File: src/rtl/dw_window_gen_if.sv
// Pixel-stream and window-stream bundle for the depthwise 3x3 window generator.
// The producer (master) drives the pixel beats; the generator (slave) drives windows back.
interface dw_window_gen_if #(
   parameter int CH = 16,
   parameter int DW = 8
);
   logic                  in_valid;
   logic [CH*DW-1:0]      in_act;
   logic                  out_valid;
   logic [9*CH*DW-1:0]    out_window;
   logic                  frame_done;

   modport master (
      output in_valid,
      output in_act,
      input  out_valid,
      input  out_window,
      input  frame_done
   );

   modport slave (
      input  in_valid,
      input  in_act,
      output out_valid,
      output out_window,
      output frame_done
   );
endinterface

File: src/rtl/dw_window_gen.sv
// Sliding 3x3 window generator: two line buffers plus a 3x3 register window,
// emitting one flat multi-channel window per valid position (stride 1 or 2).
module dw_window_gen #(
   parameter int CH     = 16,
   parameter int DW     = 8,
   parameter int IMG_W  = 8,
   parameter int IMG_H  = 8,
   parameter int STRIDE = 1
) (
   input  logic           clk,
   input  logic           rstn,
   input  logic           soft_clr,
   dw_window_gen_if.slave bus
);
   localparam int PW = CH * DW;
   localparam int CW = (IMG_W > 1) ? $clog2(IMG_W) : 1;
   localparam int RW = (IMG_H > 1) ? $clog2(IMG_H) : 1;
   localparam logic [CW-1:0] COL_LAST = CW'(IMG_W - 1);
   localparam logic [RW-1:0] ROW_LAST = RW'(IMG_H - 1);

   logic [CW-1:0] col_r;
   logic [RW-1:0] row_r;
   logic [PW-1:0] lb0_r [IMG_W];
   logic [PW-1:0] lb1_r [IMG_W];
   logic [PW-1:0] win_r [9];
   logic          out_valid_r;
   logic          frame_done_r;

   logic          accept_s;
   logic          col_wrap_s;
   logic          row_wrap_s;
   logic          pos_ok_s;
   logic          stride_ok_s;
   logic          emit_s;
   logic [PW-1:0] lb0_rd_s;
   logic [PW-1:0] lb1_rd_s;

   // Beat acceptance, wrap detection, emission decision and line-buffer read
   always_comb begin
      accept_s   = bus.in_valid & ~soft_clr;
      col_wrap_s = (col_r == COL_LAST);
      row_wrap_s = (row_r == ROW_LAST);
      pos_ok_s   = (row_r >= RW'(2)) && (col_r >= CW'(2));
      // (r-2) and (c-2) even is the same as r and c even
      if (STRIDE == 2) begin
         stride_ok_s = ~row_r[0] & ~col_r[0];
      end else begin
         stride_ok_s = 1'b1;
      end
      emit_s   = accept_s & pos_ok_s & stride_ok_s;
      lb0_rd_s = lb0_r[col_r];
      lb1_rd_s = lb1_r[col_r];
   end

   // Raster position of the next pixel to be accepted
   always_ff @(posedge clk or negedge rstn) begin
      if (!rstn) begin
         col_r <= '0;
         row_r <= '0;
      end else if (soft_clr) begin
         col_r <= '0;
         row_r <= '0;
      end else if (accept_s) begin
         if (col_wrap_s) begin
            col_r <= '0;
            row_r <= row_wrap_s ? '0 : row_r + RW'(1);
         end else begin
            col_r <= col_r + CW'(1);
            row_r <= row_r;
         end
      end else begin
         col_r <= col_r;
         row_r <= row_r;
      end
   end

   // Registered strobes, one cycle after the deciding beat
   always_ff @(posedge clk or negedge rstn) begin
      if (!rstn) begin
         out_valid_r  <= 1'b0;
         frame_done_r <= 1'b0;
      end else if (soft_clr) begin
         out_valid_r  <= 1'b0;
         frame_done_r <= 1'b0;
      end else begin
         out_valid_r  <= emit_s;
         frame_done_r <= accept_s & col_wrap_s & row_wrap_s;
      end
   end

   // 3x3 window: shift each row left, load the new column from the buffers
   always_ff @(posedge clk or negedge rstn) begin
      if (!rstn) begin
         for (int k = 0; k < 9; k++) begin
            win_r[k] <= '0;
         end
      end else if (accept_s) begin
         for (int ky = 0; ky < 3; ky++) begin
            win_r[ky*3]     <= win_r[ky*3 + 1];
            win_r[ky*3 + 1] <= win_r[ky*3 + 2];
         end
         win_r[2] <= lb1_rd_s;
         win_r[5] <= lb0_rd_s;
         win_r[8] <= bus.in_act;
      end else begin
         for (int k = 0; k < 9; k++) begin
            win_r[k] <= win_r[k];
         end
      end
   end

   // Line buffers age by one row per accepted pixel; contents are never reset
   always_ff @(posedge clk) begin
      if (accept_s) begin
         lb1_r[col_r] <= lb0_rd_s;
         lb0_r[col_r] <= bus.in_act;
      end
   end

   // Repack window: channel-major, then tap k = ky*3+kx
   for (genvar c = 0; c < CH; c++) begin : g_ch
      for (genvar k = 0; k < 9; k++) begin : g_tap
         assign bus.out_window[c*9*DW + k*DW +: DW] = win_r[k][c*DW +: DW];
      end
   end

   assign bus.out_valid  = out_valid_r;
   assign bus.frame_done = frame_done_r;
endmodule

File: src/flat_wrapper.sv
// flat-port wrapper written by rule: the top's interface ports become plain ports
module dw_window_gen_flat 
#(
   parameter int CH     = 16,
   parameter int DW     = 8,
   parameter int IMG_W  = 8,
   parameter int IMG_H  = 8,
   parameter int STRIDE = 1
)
  (clk, rstn, soft_clr, bus_in_valid, bus_in_act, bus_out_valid, bus_out_window, bus_frame_done);
  dw_window_gen_if #(.CH(CH), .DW(DW)) bus_i ();
  input  logic clk;
  input  logic rstn;
  input  logic soft_clr;
  input wire logic [$bits(bus_i.in_valid)-1:0] bus_in_valid;
  input wire logic [$bits(bus_i.in_act)-1:0] bus_in_act;
  output wire logic [$bits(bus_i.out_valid)-1:0] bus_out_valid;
  output wire logic [$bits(bus_i.out_window)-1:0] bus_out_window;
  output wire logic [$bits(bus_i.frame_done)-1:0] bus_frame_done;
  assign bus_i.in_valid = bus_in_valid;
  assign bus_i.in_act = bus_in_act;
  assign bus_out_valid = bus_i.out_valid;
  assign bus_out_window = bus_i.out_window;
  assign bus_frame_done = bus_i.frame_done;
  dw_window_gen #(.CH(CH), .DW(DW), .IMG_W(IMG_W), .IMG_H(IMG_H), .STRIDE(STRIDE)) u_core (.clk(clk), .rstn(rstn), .soft_clr(soft_clr), .bus(bus_i));
endmodule
File: config.mk
export PLATFORM = sky130hd
export DESIGN_NAME = dw_window_gen_flat
export DESIGN_NICKNAME = d
export VERILOG_FILES = /design/src/rtl/dw_window_gen_if.sv /design/src/rtl/dw_window_gen.sv /design/src/flat_wrapper.sv
export SDC_FILE = /design/constraint.sdc
export NUM_CORES = 2
export LEC_CHECK = 0
export ABC_CLOCK_PERIOD_IN_PS = 50100
export BUFFER_PORTS_ARGS = -buffer_cell sky130_fd_sc_hd__buf_4
export CORE_ASPECT_RATIO = 1.5
export CORE_MARGIN = 4
export CORE_UTILIZATION = 25
export CTS_BUF_LIST = sky130_fd_sc_hd__clkbuf_4 sky130_fd_sc_hd__clkbuf_8 sky130_fd_sc_hd__clkbuf_16
export CTS_CLUSTER_DIAMETER = 50
export DETAILED_ROUTE_END_ITERATION = 7
export PLACE_DENSITY = 0.43
export SLEW_MARGIN = 0
export SYNTH_ARGS = -nofsm -noshare
export SYNTH_HDL_FRONTEND = slang
export SYNTH_SLANG_ARGS = --single-unit
export TNS_END_PERCENT = 20
File: constraint.sdc
create_clock -name clk -period 50.1 [get_ports clk]
set_input_delay 0 -clock clk [delete_from_list [all_inputs] [get_ports clk]]
set_output_delay 0 -clock clk [all_outputs]
set_load 0.01 [all_outputs]
### After elaboration in Yosys (flattened, before gate mapping)

Memories as Yosys holds them, arrays and structs flattened. A register that Yosys moved wholly into a read port is not among the register bits.
Index checks and enable logic that the tools add are counted.

* memories: 2
* input port bits: 132
* register bits after elaboration: 1032
* bits in writable memories: 2048
* logic and storage cells: 41
* output and inout port bits: 1154

Memories
* u_core.lb0_r: depth 8, width 128, read ports 1, clocked after memory_dff 0, wr ports 1, line dw_window_gen.sv:23 `logic [PW-1:0] lb0_r [IMG_W];`
* u_core.lb1_r: depth 8, width 128, read ports 1, clocked after memory_dff 1, wr ports 1, line dw_window_gen.sv:24 `logic [PW-1:0] lb1_r [IMG_W];`

* magnitude comparators: 2
* eq/ne operators: 2
* bitwise logic cells: 5
* reductions and logical operators: 5
* muxes and demuxes: 11
* add/subtract/negate cells: 2

Operator list (number)
* $mux 3: 7
* $add 3x1->3 const B: 2
* $eq 3x3->1 const B: 2
* $ge 3x2->1 const B: 2
* $and 1x1->1: 4
* $mux 1: 4
* $reduce_bool 2->1: 2
* $reduce_and 2->1: 1
* $logic_and 1x1->1: 1
* $logic_not 1->1: 1
* $not 1->1: 1

### Depth between registers and ports, before layout

* word-level depth: 5
* mapped depth: 9
* mapped depth without buffers: 6

### Least setup slack after synthesis

Ideal clock, no wire load.

* kind: register -> register
* from: reg u_core.col_r[0]
* to: mem u_core.lb0_r[0][0] (netlist name) (enable)
* setup time: 1.496 ns
* path buffers: 6
* data required time: 48.604 ns
* setup slack: 23.196 ns
* arrival time: 25.408 ns
* cell stages (with the launch flop): 8
* period minus slack after synthesis: 26.904 ns
* cells stage by stage: dfrtp_1 buf_6 buf_6 buf_4 buf_4 buf_2 buf_2 nor4_1

RTL lines
* start, declared: line dw_window_gen.sv:21 `logic [CW-1:0] col_r;`
* start signal, assigned: line dw_window_gen.sv:68 `col_r <= col_r + CW'(1);`
* start signal, assigned: line dw_window_gen.sv:72 `col_r <= col_r;`
* end, declared: line dw_window_gen.sv:23

Straight into the memory's write port.

### Worst setup path after layout

* from: reg u_core.col_r[2]
* to: mem u_core.lb0_r[7][8] (netlist name) (enable)

Straight into the memory's write port.

==> impl_metrics.json <==
{
  "via_per_inst": 4.42,
  "nNetsFinal": 10200,
  "num_vias": 74500,
  "start_util_pct": 25.1,
  "cts_sinks": 3208,
  "post-route-period-util_pct": 11.5,
  "grt_overflow_total": 0,
  "ctsResizeCount": 0,
  "synth.cell_area_sq_um": 121000,
  "endpoint_kind": "flop",
  "min_path_cells": 2,
  "path_max_fanout": 47,
  "grt_pass1_vias": 76500,
  "critPathKind": "flop to flop",
  "ys_ff_latch": 3208,
  "whs_ns": 0.101,
  "synthArstFlopShare_pct": 36.2,
  "drt-met1-wl_um": 187000,
  "area_growth_pct": 26.4,
  "fin_crit_ns": 5.77,
  "drc": 0,
  "cts_tree": "built",
  "antenna_found_initial": 57,
  "rows": 313,
  "p_per_area_nw_per_um2": 44.9,
  "yosysTopAreaCell": "edfxtp_1",
  "synth_most_common_cell": "nand2_1",
  "io_buffers": 1285,
  "first_pass_iters": 5,
  "rsz0062_at_grt": "false",
  "finalHoldViolations": 0,
  "routedWlPerCell_um": 24.9,
  "routabilityCongestion": 0.803,
  "drive_gt1_share_pct": 25.1,
  "die_h_um": 861,
  "ys_seq_area_share_pct": 74.6,
  "ys_types": 43,
  "die_w_um": 577,
  "leakage_nw": 60.8,
  "reg2reg_depth": 6,
  "yosys_warnings": 0,
  "finalSetupViolCount": 0,
  "drv_cap": 0,
  "tns_ns": 0,
  "grtUsageTotal_pct": 16.2,
  "yosysTopAreaCellShare_pct": 50.7,
  "status": "finished clean",
  "fin_skew_ns": 0.0419,
  "topRoutingLayerUsed": "met5",
  "maxSlewHeadroom_pct": 4.10,
  "required_ns": 50.67,
  "grt_pass1_wl_um": 589000,
  "wirelength_um": 419000,
  "synth.top_cells.by_count": "nand2_1 (2696), edfxtp_1 (2048), dfrtp_1 (1160)",
  "final-instance-count-excl-fill": 16800,
  "dpl.hpwl_um": 260000,
  "syn-instance-count": 8485,
  "ys_top_cells_by_area": "edfxtp_1 (51%), dfrtp_1 (24%), nand2_1 (8.3%)",
  "cts.clk_slew.worst_paths_ns": 0.06,
  "vdd_drop_max_mv": 0.0320,
  "numCtsBuffers": 362,
  "multi_input_area_sq_um": 28500,
  "ant_nets": 0,
  "wl_met2_um": 199000,
  "clockBufferDepth": 4,
  "ios": 1286,
  "nFillCells": 48100,
  "grt_max_degree": 177,
  "die_area_sq_um": 497000,
  "clkLatencyLatePin_ns": 0.98,
  "cts_setup_buffers": 0,
  "synth-main-ff-cell": "edfxtp_1",
  "avgSynthCellArea_sq_um": 14.3,
  "wl_met3_um": 22500,
  "fin_util_pct": 31.7,
  "core-area_sq_um": 484000,
  "slew_viol_final": 0,
  "dp_cells": 15900,
  "synthesis.nets": 8622,
  "seq_area_sq_um": 90500,
  "drtIter0Drc": 4851,
  "worstHoldPathType": "primary input to flop",
  "root_buffer": "clkbuf_16",
  "htreeDepth": 5,
  "worstMarginPinSlew_ns": 1.44,
  "synth-edff-count": 2048,
  "startpoint_type": "flop",
  "fmax_mhz": 173,
  "crit_arrival_ns": 6.33,
  "ctsHoldBuffers": 266
}
[critical path, cell delays in order (launching register included)]
cell and delay [ns]:
dfrtp_4 0.77, buf_4 0.48, and2_4 0.75, and3_4 0.76, buf_4 0.76, buf_4 0.84
buf_4 0.76
[where the power goes]
group,internal [W],total (W),switching (W)
clock network,0.00164,0.00278,0.00114
registers,0.00304,0.00325,0.000215
logic,0.000374,0.000855,0.000482
total,0.00505,0.00689,0.00184
[sequential cells by signal (all words and copies together) (netlist names)]
signal,cells
u_core.lb0_r,1024
u_core.lb1_r,1024
u_core.bus.frame_done,1
u_core.bus.out_window,1152
u_core.row_r,3
u_core.col_r,3
u_core.bus.out_valid,1
[path summary, 6_finish.rpt]
| check | slack (ns) | end | from |
|---|---|---|---|
| setup / recovery | 44.33 | u_core.lb0_r[7][8] | u_core.col_r[2] |
| hold / removal | 0.10 | u_core.lb0_r[0][121] | bus_in_act[121] |
| setup reg to reg | 44.33 | u_core.lb0_r[7][8] | u_core.col_r[2] |
| hold reg to reg | 0.47 | u_core.bus.out_window[722] | u_core.bus.out_window[722] |
| max in group asynchronous | 46.28 | u_core.bus.out_window[653] | rstn |
| min in group asynchronous | 0.40 | u_core.bus.out_window[1139] | rstn |
[logic make-up after synthesis]
group           after synthesis  share of synthesized area [%]
compound gates              920                           5.75
buf+inv                     514                           2.11
simple gates               2900                           9.32
fa+ha+maj                     5                         0.0515
flops                      3208                           74.6
mux                         938                           8.18
[cell type report]
class	instances	share of cell area [%]
flip-flops and latches	3208	59.0
inverters	6	0.0147
clock inverters	189	1.43
repair buffers	1698	8.87
clock buffers	489	6.80
diodes	21	0.0342
well taps	6457	5.27
multi-input cells	4763	18.6
[per-stage QoR]
step,power [W],worst slack (ns),instance area [sq um]
after detailed placement,0.00416,44.17,138000
after global routing,0.00719,44.04,153000
after floorplan,0.00359,23.20,121000
after CTS,0.00701,44.13,153000
after global placement,0.00415,44.23,138000
final,0.00689,44.33,153000
[layer usage]
metal	global-route usage, %	vias up
li1	-	33600
met1	21.8	38300
met2	27.0	2002
met3	2.96	511
met4	4.00	6
met5	0	-
[layout by cell type, fill, tap and decap left out, types with 14 or more instances in the layout]
cell / count
nor2_1: 55
inv_6: 16
a221oi_1: 41
mux2i_1: 504
o22ai_1: 142
a2bb2oi_1: 32
a221oi_2: 47
bufinv_16: 32
edfxtp_1: 2048
nor2b_1: 42
clkinv_2: 60
nor3b_1: 59
a211oi_1: 42
diode_2: 21
buf_12: 14
dfrtp_1: 1157
clkbuf_16: 372
clkinv_1: 33
clkbuf_8: 39
dlygate4sd3_1: 265
clkbuf_4: 78
a22o_1: 48
a21oi_1: 151
buf_4: 1418
o21ai_0: 86
a221o_1: 116
a22oi_1: 116
o22a_1: 82
mux2_2: 434
nand2_1: 2696
(Power assumes the default switching activity.)
